**src/rtl/window_3x3_gen.sv**
```systemverilog
// 3x3 window former: shifts per-column vertical taps into a 3x3 window
// and strobes windows that lie inside the image and on the stride grid.
module window_3x3_gen #(
  parameter int DATA_W     = 16,
  parameter int IMG_WIDTH  = 64,
  parameter int IMG_HEIGHT = 64,
  parameter int STRIDE     = 1
) (
  input  logic                          clk,
  input  logic                          rst_n,
  input  logic                          clear,
  input  logic [DATA_W-1:0]             col_top,
  input  logic [DATA_W-1:0]             col_mid,
  input  logic [DATA_W-1:0]             col_bot,
  input  logic                          col_valid,
  output logic [9*DATA_W-1:0]           win_out,
  output logic                          win_valid,
  output logic [$clog2(IMG_HEIGHT)-1:0] out_row,
  output logic [$clog2(IMG_WIDTH)-1:0]  out_col,
  output logic                          frame_done
);

  localparam int CW = $clog2(IMG_WIDTH);
  localparam int RW = $clog2(IMG_HEIGHT);

  if (STRIDE != 1 && STRIDE != 2) begin : g_bad_stride
    $error("window_3x3_gen: STRIDE must be 1 or 2");
  end

  logic [DATA_W-1:0] win_q [9];
  logic [CW-1:0]     col_cnt;
  logic [RW-1:0]     row_cnt;
  logic [CW-1:0]     c_off;
  logic [RW-1:0]     r_off;
  logic [CW-1:0]     c_out;
  logic [RW-1:0]     r_out;
  logic              c_grid;
  logic              r_grid;
  logic              col_last;
  logic              row_last;
  logic              win_hit;

  assign c_off    = col_cnt - CW'(2);
  assign r_off    = row_cnt - RW'(2);
  assign col_last = (col_cnt == CW'(IMG_WIDTH - 1));
  assign row_last = (row_cnt == RW'(IMG_HEIGHT - 1));

  // Stride 2: grid test is the LSB of the offset, coordinate is a shift.
  if (STRIDE == 2) begin : g_s2
    assign c_grid = ~c_off[0];
    assign r_grid = ~r_off[0];
    assign c_out  = c_off >> 1;
    assign r_out  = r_off >> 1;
  end else begin : g_s1
    assign c_grid = 1'b1;
    assign r_grid = 1'b1;
    assign c_out  = c_off;
    assign r_out  = r_off;
  end

  assign win_hit = (col_cnt >= CW'(2)) && (row_cnt >= RW'(2))
                 && c_grid && r_grid;

  always_comb begin
    win_out = '0;
    for (int i = 0; i < 9; i++)
      win_out[i*DATA_W +: DATA_W] = win_q[i];
  end

  always_ff @(posedge clk or negedge rst_n) begin
    if (!rst_n) begin
      for (int i = 0; i < 9; i++) win_q[i] <= '0;
      col_cnt    <= '0;
      row_cnt    <= '0;
      win_valid  <= 1'b0;
      out_row    <= '0;
      out_col    <= '0;
      frame_done <= 1'b0;
    end else if (clear) begin
      for (int i = 0; i < 9; i++) win_q[i] <= '0;
      col_cnt    <= '0;
      row_cnt    <= '0;
      win_valid  <= 1'b0;
      out_row    <= '0;
      out_col    <= '0;
      frame_done <= 1'b0;
    end else begin
      win_valid  <= 1'b0;
      frame_done <= 1'b0;
      if (col_valid) begin
        for (int r = 0; r < 3; r++) begin
          win_q[3*r]   <= win_q[3*r+1];
          win_q[3*r+1] <= win_q[3*r+2];
        end
        win_q[2] <= col_top;
        win_q[5] <= col_mid;
        win_q[8] <= col_bot;
        if (col_last) begin
          col_cnt <= '0;
          row_cnt <= row_last ? '0 : row_cnt + RW'(1);
        end else begin
          col_cnt <= col_cnt + CW'(1);
        end
        win_valid  <= win_hit;
        frame_done <= col_last && row_last;
        if (win_hit) begin
          out_row <= r_out;
          out_col <= c_out;
        end
      end
    end
  end

endmodule

```
**config.mk**
```make
export PLATFORM = sky130hd
export DESIGN_NAME = window_3x3_gen
export DESIGN_NICKNAME = d
export VERILOG_FILES = /design/src/rtl/window_3x3_gen.sv
export SDC_FILE = /design/constraint.sdc
export NUM_CORES = 1
export LEC_CHECK = 0
export ABC_CLOCK_PERIOD_IN_PS = 2300
export CAP_MARGIN = 25
export CORE_ASPECT_RATIO = 1.4
export CORE_MARGIN = 4
export CORE_UTILIZATION = 51
export DETAILED_ROUTE_END_ITERATION = 10
export PLACE_DENSITY = 0.85
export SETUP_SLACK_MARGIN = 0.05
export SYNTH_ARGS = -nofsm -noshare
export SYNTH_HDL_FRONTEND = slang
export SYNTH_SLANG_ARGS = --single-unit
```
**constraint.sdc**
```tcl
create_clock -name clk -period 2.3 [get_ports clk]
set_input_delay 0.46 -clock clk [delete_from_list [all_inputs] [get_ports clk]]
set_output_delay 0.46 -clock clk [all_outputs]
set_load 0.01 [all_outputs]
```
* Word level (Yosys, flattened, before mapping)
Cells that the tools add are included.
W data, S select, Z words.
** Word-level totals
- Register bits after elaboration :: 170
- Input bits :: 52
- Output and inout port bits :: 158
- Word-level logic and storage cells :: 49
** Cells by class
- $add $sub $neg :: 4
- Magnitude comparators :: 2
- Equal/unequal tests :: 2
- Multiplexer cells :: 19
- Reductions and logical operators :: 7
** Operator list (count)
- $mux W144 :: 2
- $mux W6 :: 13
- $add A6 B1 Y6 const B :: 2
- $eq A6 B6 Y1 const B :: 2
- $ge A6 B2 Y1 const B :: 2
- $sub A6 B2 Y6 const B :: 2
- $reduce_bool A2 Y1 :: 3
- $mux W1 :: 4
- $reduce_and A2 Y1 :: 2
- $logic_and A1 B1 Y1 :: 2

* Longest topological paths before layout
Gate-level depths: netlist (run 1).
- Depth after elaboration :: 5
- Depth in mapped cells :: 8
- Gate-level depth less buffers :: 6

* Worst setup path before layout (run 1)
OpenSTA, ideal clock, no wires.
- Path kind :: flip-flop to flip-flop
- From :: reg row_cnt[1]
- To :: reg row_cnt[0]
- Data arrival time :: 1469 ps
- Required time :: 2222 ps
- Path slack :: 753 ps
- Cell stages (with the launch flop) :: 6
- Path buffers :: 0
- Path through :: dfrtp_1 ha_1 and3_1 and3_1 or3_1 a21oi_1
** On the way
- Cells in the longest elaborated chain, start to end :: 5
** Ends and longest elaborated chain
- from (decl) :: line 32 : logic [RW-1:0] row_cnt;
- from (signal assigned) :: line 100 : row_cnt <= row_last ? '0 : row_cnt + RW'(1);
- $eq A6 B6 Y1 :: line 46 : assign row_last = (row_cnt == RW'(IMG_HEIGHT - 1));
- $mux W6 :: line 100
- $mux W6 :: line 98 : if (col_last) begin
- $mux W6 :: line 90 : if (col_valid) begin
- $mux W6 :: line 79 : end else if (clear) begin
Every way passes these cells. The select of a mux whose other input is x is not followed.
A chain may end at the register's enable or synchronous reset.

* Worst setup path in the final report (run 1)
- From :: reg win_q, in the netlist win_out[80]
- To :: out win_out[80]
** RTL lines
- from (decl) :: line 30 : logic [DATA_W-1:0] win_q [9];
- from (signal, indexed assignment) :: line 92 : win_q[3*r] <= win_q[3*r+1];
- from (signal, indexed assignment) :: line 93 : win_q[3*r+1] <= win_q[3*r+2];
- to (decl) :: line 16 : output logic [9*DATA_W-1:0] win_out,
No word-level cell between the ends.

==> results of run 1 <==
metrics by stage:
| step | area (sq um) | total power [mW] | setup WS [ns] | util (%) | hold WS, ns |
|---|---|---|---|---|---|
| 5_1_grt | 10100 | 7.00 | 0.382 | 72.6 | 0.386 |
| 6_report | 10100 | 6.76 | 0.440 | 72.6 | 0.395 |
| 4_1_cts | 10100 | 6.82 | 0.417 | 72.6 | 0.383 |
| 3_3_place_gp | 9450 | 3.91 | 0.668 | 68.2 | 0.253 |
| 3_5_place_dp | 9450 | 3.93 | 0.567 | 68.2 | 0.254 |
| 2_1_floorplan | 7170 | 3.51 | 0.753 | - | 0.164 |
cell type report:
cell class | count | area, sq um | area share [%]
sequential | 170 | 4250 | 42.3
tap | 185 | 231 | 2.30
clock inverter | 13 | 169 | 1.68
clock buffer | 18 | 429 | 4.27
multi-input combinational | 390 | 2690 | 26.7
inverter | 9 | 33.8 | 0.336
timing repair buffer | 220 | 2250 | 22.4
path summary, 6_finish.rpt:
kind,slack [ns],to,from,cells after the start
setup / recovery,0.44,win_out[80],win_out[80]$_DFFE_PN0P_,1
hold / removal,0.40,win_out[41]$_DFFE_PN0P_,rst_n,2
setup reg to reg,0.53,out_col[1]$_DFFE_PN0P_,col_cnt[0]$_DFFE_PN0P_,7
hold reg to reg,0.52,win_out[59]$_DFFE_PN0P_,win_out[59]$_DFFE_PN0P_,2
max in group asynchronous,1.20,out_col[3]$_DFFE_PN0P_,rst_n,3
min in group clk,0.40,win_out[141]$_DFFE_PN0P_,clear,2
per-layer routing:
layer	global-route usage, %	share of wire [%]	wire length, um
met5	0	0	0
met4	9.54	3.2	564
met3	6.47	6.1	1080
met2	39.5	53	9300
met1	26.6	38	6680
sequential cells by signal, summed over array words and instances, names as in the netlist:
register,count
row_cnt,6
out_col,6
win_valid,1
out_row,6
win_out,144
frame_done,1
col_cnt,6
power by group:
group | switching, mW | internal [mW]
Combinational | 0.343 | 0.369
Clock | 1.17 | 1.71
Sequential | 0.0817 | 3.08
Total | 1.59 | 5.16
cell families (layout without fill, tap and decap cells):
group / after synthesis / count (layout) / share of synthesized area (%)
AND/OR/NAND/NOR: 203 / 203 / 11.6
flip-flops: 170 / 170 / 59.3
multiplexers: 150 / 150 / 20.9
buffers and inverters: 49 / 260 / 3.24
AO/OA/AOI/OAI: 19 / 19 / 2.34
XOR/XNOR: 10 / 10 / 1.22
adder cells (fa/ha/maj): 8 / 8 / 1.40
placed cells by master, fill, tap and decap left out, types with 6 or more instances in the layout:
master / netlist / final
sky130_fd_sc_hd__nor2_1: 168 / 168
sky130_fd_sc_hd__clkdlybuf4s50_1: 0 / 206
sky130_fd_sc_hd__buf_12: 1 / 6
sky130_fd_sc_hd__clkbuf_16: 0 / 17
sky130_fd_sc_hd__ha_1: 8 / 8
sky130_fd_sc_hd__nand2_1: 11 / 11
sky130_fd_sc_hd__a211oi_2: 6 / 6
sky130_fd_sc_hd__dfrtp_1: 170 / 170
sky130_fd_sc_hd__mux2i_1: 150 / 150
sky130_fd_sc_hd__inv_1: 9 / 9
sky130_fd_sc_hd__nand3_1: 6 / 6
what timing repair did:
| item | 4_1_cts | 5_1_grt |
|---|---|---|
| setup buffers | 0 | 0 |
| hold buffers | 1 | 0 |
| endpoints found under the setup margin | 0 | 0 |
| hold endpoints to repair | 3 | 0 |
==> reports/results.txt, run 1 <==
The flow ran to the end, and the final reports show no timing, DRC or antenna violations. The tools report the post-route clock skew as 0.00705 ns. After synthesis, the most frequently instantiated cells are sky130_fd_sc_hd__dfrtp_1 (170), sky130_fd_sc_hd__nor2_1 (168), sky130_fd_sc_hd__mux2i_1 (150). The required arrival time at the worst endpoint was 1.84 ns; the final routed DRC violation total was 0. Buffers placed on the I/O ports in this run total 209.

The tools report the standard cell core area as 13800 sq um. Remaining global-route overflow: 0. Family with the most delay on the worst path: buffers and inverters. For this configuration, the core starts out at a cell density of 51.8%. The weighted congestion reported at the end of routability-driven placement was 0.820; the total power density per cell area was 672 nW/um^2. Summed over all nets, the half-perimeter wirelength after detailed placement is 12300 um.

The final critical path takes up 80.9% of the cycle. Before antenna repair, the detailed router went through 4 iterations. The tools report the library cell used as clock root buffer as sky130_fd_sc_hd__clkbuf_16. The standard cell with the maximum stage delay on the critical path was sky130_fd_sc_hd__clkdlybuf4s50_1.

Number of DRC violations after detailed-routing iteration 0: 216. The static leakage power is 4.77 nW. The Yosys step of the flow raised 0 warnings. The share of final-layout standard cells stronger than drive strength 1 works out to 6.83%. The number of antenna violations at the first check in global routing came out at 0. STA classifies the critical path startpoint as a register. At the pin with the least slew margin, the transition time is 0.621 ns. For this design, the sink count on the clock tree is 170.

The synthesis-stage register bit count is 170. The non-filler instance count after layout was 1005; the largest fanout on the critical path was 3. Yosys mapped a number of flops with a built-in enable equal to 0. Counting every instance in the synthesized netlist gives 609.

By area the synthesized netlist is led by sky130_fd_sc_hd__dfrtp_1 (59%), sky130_fd_sc_hd__mux2i_1 (21%), sky130_fd_sc_hd__nor2_1 (8.8%). For the count of different cell masters after synthesis, the log shows 35. The cell area after technology mapping was 7170 sq um; the die width was 108 um.

The cell count after placement is 973. The average instance in the mapped netlist occupies 11.8 sq um. The clock tree synthesis step divided the H-tree into 4 levels.

The largest net degree at the start of global routing was 108. The number of hold-slack violations in the final timing report is 0, and the number of placement rows is 51. The number of nets in the synthesized netlist is 669. The wire length of the first global-routing pass was 28800 um. The relative slew slack is 58.6%, and the layout overhead on the synthesized area is 40.2%. The run gives 5539 as the via count of the first global-routing pass. The run gives 0.41 ns as the worst-skew pair later-pin latency.

The tools report the top achievable clock speed as 538 MHz. Max-cap violations in this run came to 0. The synthesized design devotes to its leading area cell type 59.3% of total area. The type of the most critical hold path was in2async. TritonCTS built the clock tree. During I/O placement, the number of pins put on the boundary was 210. The tools report the layout net count as 868. Setup violations remaining at the end of the flow were counted as 0.

Setup repair after global routing left no endpoint under its margin. The most used standard cell by instance count after synthesis is sky130_fd_sc_hd__dfrtp_1. The signal arrival time at the worst endpoint was 1.40 ns. Once detail routing completed, the nets flagged for antenna violations numbered 0.

Detailed routing inserted a total of 5280 vias. Counting the fill cells in the layout gives 944. Walking the worst path, the cells encountered are clkdlybuf4s50_1. The number of antenna diodes in the final layout is 0. Final number of max-transition violations: 0. The quantity of gates resized following cts was 0; the maximum cell stage delay along the critical path was 0.57 ns. The die is 148 um tall. The post-detailed-route via-to-cell ratio was 5.25; the average wire per cell in the routed design was 17.5 um. Of all cell types, the one taking the most synthesized area is sky130_fd_sc_hd__dfrtp_1. For this run, the register share of the synthesized area comes to 59.3%.

The clock-pin slew reported for the worst setup and hold paths after clock tree synthesis was 0.07 ns; the async set or reset register ratio after synthesis was 100%. Global routing used 22.9% of the available tracks. The type of the worst setup path is reg2out. The clock passes through at most 2 buffers. The main flop type after synthesis is sky130_fd_sc_hd__dfrtp_1. For the die area, the log shows 16100 sq um. The worst setup path is captured at a primary output. The sum of buffers and inverters on the critical path works out to 1. The logs give 17 for the number of buffers created by CTS and 0.441 mV for the peak ir drop on the vdd network.

The worst path needs 1.86 ns of the cycle, external delays included. After routing, the total negative slack on setup checks comes to 0 ns. The wire length after detailed routing was 17600 um.
Note: power is estimated with default switching activity, not from simulation.
==> run 2: changes to the inputs <==
--- a/config.mk
+++ b/config.mk
@@ -5,13 +5,13 @@
 export SDC_FILE = /design/constraint.sdc
 export NUM_CORES = 1
 export LEC_CHECK = 0
-export ABC_CLOCK_PERIOD_IN_PS = 2300
+export ABC_CLOCK_PERIOD_IN_PS = 1700
 export CAP_MARGIN = 25
 export CORE_ASPECT_RATIO = 1.4
 export CORE_MARGIN = 4
-export CORE_UTILIZATION = 51
+export CORE_UTILIZATION = 43
 export DETAILED_ROUTE_END_ITERATION = 10
-export PLACE_DENSITY = 0.85
+export PLACE_DENSITY = 0.77
 export SETUP_SLACK_MARGIN = 0.05
 export SYNTH_ARGS = -nofsm -noshare
 export SYNTH_HDL_FRONTEND = slang
==> constraint.sdc (replaced) <==
create_clock -name clk -period 1.7 [get_ports clk]
set_input_delay 0.34 -clock clk [delete_from_list [all_inputs] [get_ports clk]]
set_output_delay 0.34 -clock clk [all_outputs]
set_load 0.01 [all_outputs]
==> reports/results.txt, run 2 (synthesized netlist as in run 1, its figures left out) <==
The setup path with the least slack is of type reg2reg. The height of the die came out at 161 um. The final critical path takes up 94.6% of the cycle.

The relative slew slack came out at 65.1%. The number of detailed-route iterations in the first pass came out at 4. From synthesis to final layout, the design area changed by 39.0%. The endpoint identified for the worst register-to-register timing path is row_cnt[0]$_DFFE_PN0P_.

The run finished with clean final reports. Setup violations remaining at the end of the flow were counted as 0. In the final design database the tool counted 881 nets.

The run gives 9540 sq um as the post-placement cell area. After layout, the design draws a total of 8.79 mW. The detailed router finished its first iteration with 278 violations.

The number of antenna violations at the first check in global routing came out at 0. The count of buffers added on input and output ports is 209. Entering global routing, the biggest net connects 104 pins. The H-tree generated during clock tree synthesis spans 4 levels. At the worst endpoint, the arrival time is 1.95 ns. The most common cell after layout, fill and taps aside was sky130_fd_sc_hd__dfrtp_1. The tools report the routed length on met1 as 7050 um. The number of top-level pins was 210. For the met2 routed wirelength, the log shows 9320 um. The first global-routing pass estimated 29000 um of wire.

The total power density per cell area is 882 nW/um^2. The wire length after detailed routing is 17900 um. The area occupied by registers came out at 4260 sq um. Final hold analysis gives a worst-case slack of 0.299 ns. The total area of multi-input combinational cells was 2710 sq um; the clock-pin slew reported for the worst setup and hold paths after clock tree synthesis was 0.06 ns. The maximum root-to-sink buffer count came out at 2.

Setup repair after global routing could not meet its margin everywhere. Clock tree synthesis found a total of 170 sinks. The clock network burns 41.2% of the power.

The worst hold path begins at col_valid. The top achievable clock speed is 622 MHz. The path with the worst hold slack has its endpoint at win_out[81]$_DFFE_PN0P_. The largest fanout on the critical path is 4. The top cell types in the final layout, fill and taps aside, are sky130_fd_sc_hd__dfrtp_1 (169), sky130_fd_sc_hd__nor2_1 (167), sky130_fd_sc_hd__dlygate4sd2_1 (156). Routability-driven placement finished with a final weighted congestion of 0.818. The number of clock buffers added by TritonCTS is 17.

The worst-skew pair later-pin latency came out at 0.42 ns. The required arrival time at the worst endpoint was 2.04 ns; the total routing resource utilization after global routing was 19.5%. Summed over all cells, the static leakage comes to 5.53 nW. Number of hold-slack violations in the final timing report: 0.

The logs give 0.0920 ns for the least setup slack across all paths after layout and 55 for the number of placement rows. Across the routed clock network, the largest skew measured is 0.00757 ns. The worst setup path is captured at a register. The type of the most critical hold path is in2reg. The worst-case IR drop observed on VDD is 0.626 mV. The via count of the first global-routing pass is 5495, and the average wire per cell in the routed design is 17.4 um.

The detailed router placed 5209 vias in this run. The register with the most flip-flops in the layout has 144 of them. Once the floorplan was initialized, standard cells occupied 44.0% of the core.

TritonCTS built the clock tree. The layout has 1406 filler cells. The hold path depth came out at 3. The post-detailed-route via-to-cell ratio was 5.04. Source of the worst register-to-register timing path: row_cnt[0]$_DFFE_PN0P_.

The share of total power dissipated in combinational logic is 10.2%. The final number of max-transition violations is 0. For flop-to-flop paths, the worst setup slack is 0.09 ns. The highest metal layer with signal wires was met4.

The share of total power dissipated in sequential elements is 48.6%. The run gives 0 as the antenna cell count. The core region is 16300 sq um. Summed over all nets, wire length on met3 after detailed routing comes to 1080 um. Summed over all nets, the switching power comes to 2.17 mW. The post-placement setup slack was 0.0254 ns; the switching share of power was 24.6%. Global routing finished with a remaining overflow of 0.

The worst setup path is launched from a register. Counting cells, the worst reg-to-reg path comes to 5. The detailed placement HPWL is 12500 um, and the final critical-path required period is 1.61 ns. After detailed routing, the number of remaining DRC violations is 0. The floorplan step defined a die boundary enclosing 18800 sq um. The slew at the pin with the worst max-slew slack is 0.523 ns, and the final non-filler cell area is 9970 sq um.

Internal power comes to 6.63 mW. The share of final-layout standard cells stronger than drive strength 1 is 8.87%, and the die width is 117 um. The detail route stage leaves a number of antenna-violating nets equal to 0. The tools report the library cell used as clock root buffer as sky130_fd_sc_hd__clkbuf_16. Max-cap violations in this run came to 0.
run 2: changes by cell type in the layout (fill, tap and decap cells not counted), sizes merged:
| cell | before | now |
|---|---|---|
| buf | 13 | 25 |
| inv | 12 | 13 |
| clkbuf | 18 | 20 |
| clkinvlp | 4 | 3 |
| clkdlybuf4s50 | 206 | 49 |
| dlymetal6s2s | 0 | 1 |
| clkinv | 3 | 5 |
| bufinv | 3 | 1 |
| dlygate4sd2 | 0 | 156 |
run 2: layout make-up:
type                       count  share of cell area (%)
timing repair buffer         233                    21.8
clock buffer                  19                    4.34
tap                          199                    2.50
multi-input combinational    390                    27.2
inverter                       9                   0.339
sequential                   170                    42.7
clock inverter                13                    1.19
run 2: worst max path at each step:
stage | slack, ns | cells after the start | endpoint | start
3_5_place_dp | 0.03 | 5 | row_cnt[0]$_DFFE_PN0P_ | row_cnt[0]$_DFFE_PN0P_
3_3_place_gp | 0.12 | 6 | out_row[0]$_DFFE_PN0P_ | col_cnt[1]$_DFFE_PN0P_
6_report | 0.09 | 5 | row_cnt[0]$_DFFE_PN0P_ | row_cnt[0]$_DFFE_PN0P_
2_1_floorplan | 0.15 | 5 | row_cnt[0]$_DFFE_PN0P_ | row_cnt[1]$_DFFE_PN0P_
4_1_cts | 0.05 | 5 | row_cnt[0]$_DFFE_PN0P_ | row_cnt[0]$_DFFE_PN0P_
5_1_grt | -0.007 | 7 | out_col[2]$_DFFE_PN0P_ | row_cnt[1]$_DFFE_PN0P_
run 2: timing repair:
| action | in CTS | in global routing |
|---|---|---|
| resized for setup | 156 | 7 |
| hold endpoints to repair | 28 | 0 |
| setup endpoints to repair | 157 | 16 |
| hold buffers | 1 | 0 |
| setup buffers | 5 | 0 |
run 2: per-layer routing:
| layer | global-route usage [%] | up-vias |
|---|---|---|
| li1 | - | 2465 |
| met1 | 23.5 | 2551 |
| met2 | 32.6 | 159 |
| met3 | 6.03 | 34 |
| met4 | 7.04 | 0 |
| met5 | 0 | - |
run 2: power groups by stage:
stage	combinational (mW)	clock (mW)	sequential (mW)
final	0.899	3.62	4.27
after CTS	0.917	3.73	4.27
after global placement	0.968	0	4.35
after detailed placement	0.989	0	4.35
after global routing	0.985	3.90	4.29
after floorplan	0.368	0	4.39
run 2: worst max-delay path, stage by stage, from the launching register on:
cell and delay, ns:
sky130_fd_sc_hd__dfrtp_1 0.41, sky130_fd_sc_hd__ha_2 0.20, sky130_fd_sc_hd__and3_1 0.22, sky130_fd_sc_hd__and3_4 0.20, sky130_fd_sc_hd__or3_1 0.35, sky130_fd_sc_hd__a21oi_1 0.14
run 2: per-stage QoR:
step                      setup TNS [ns]  util [%]  std cells
after floorplan                        0         -        609
after global placement                 0      58.5        995
after detailed placement               0      58.5        995
after CTS                              0      61.0       1033
after global routing             -0.0112      61.2       1033
final                                  0      61.2       1033
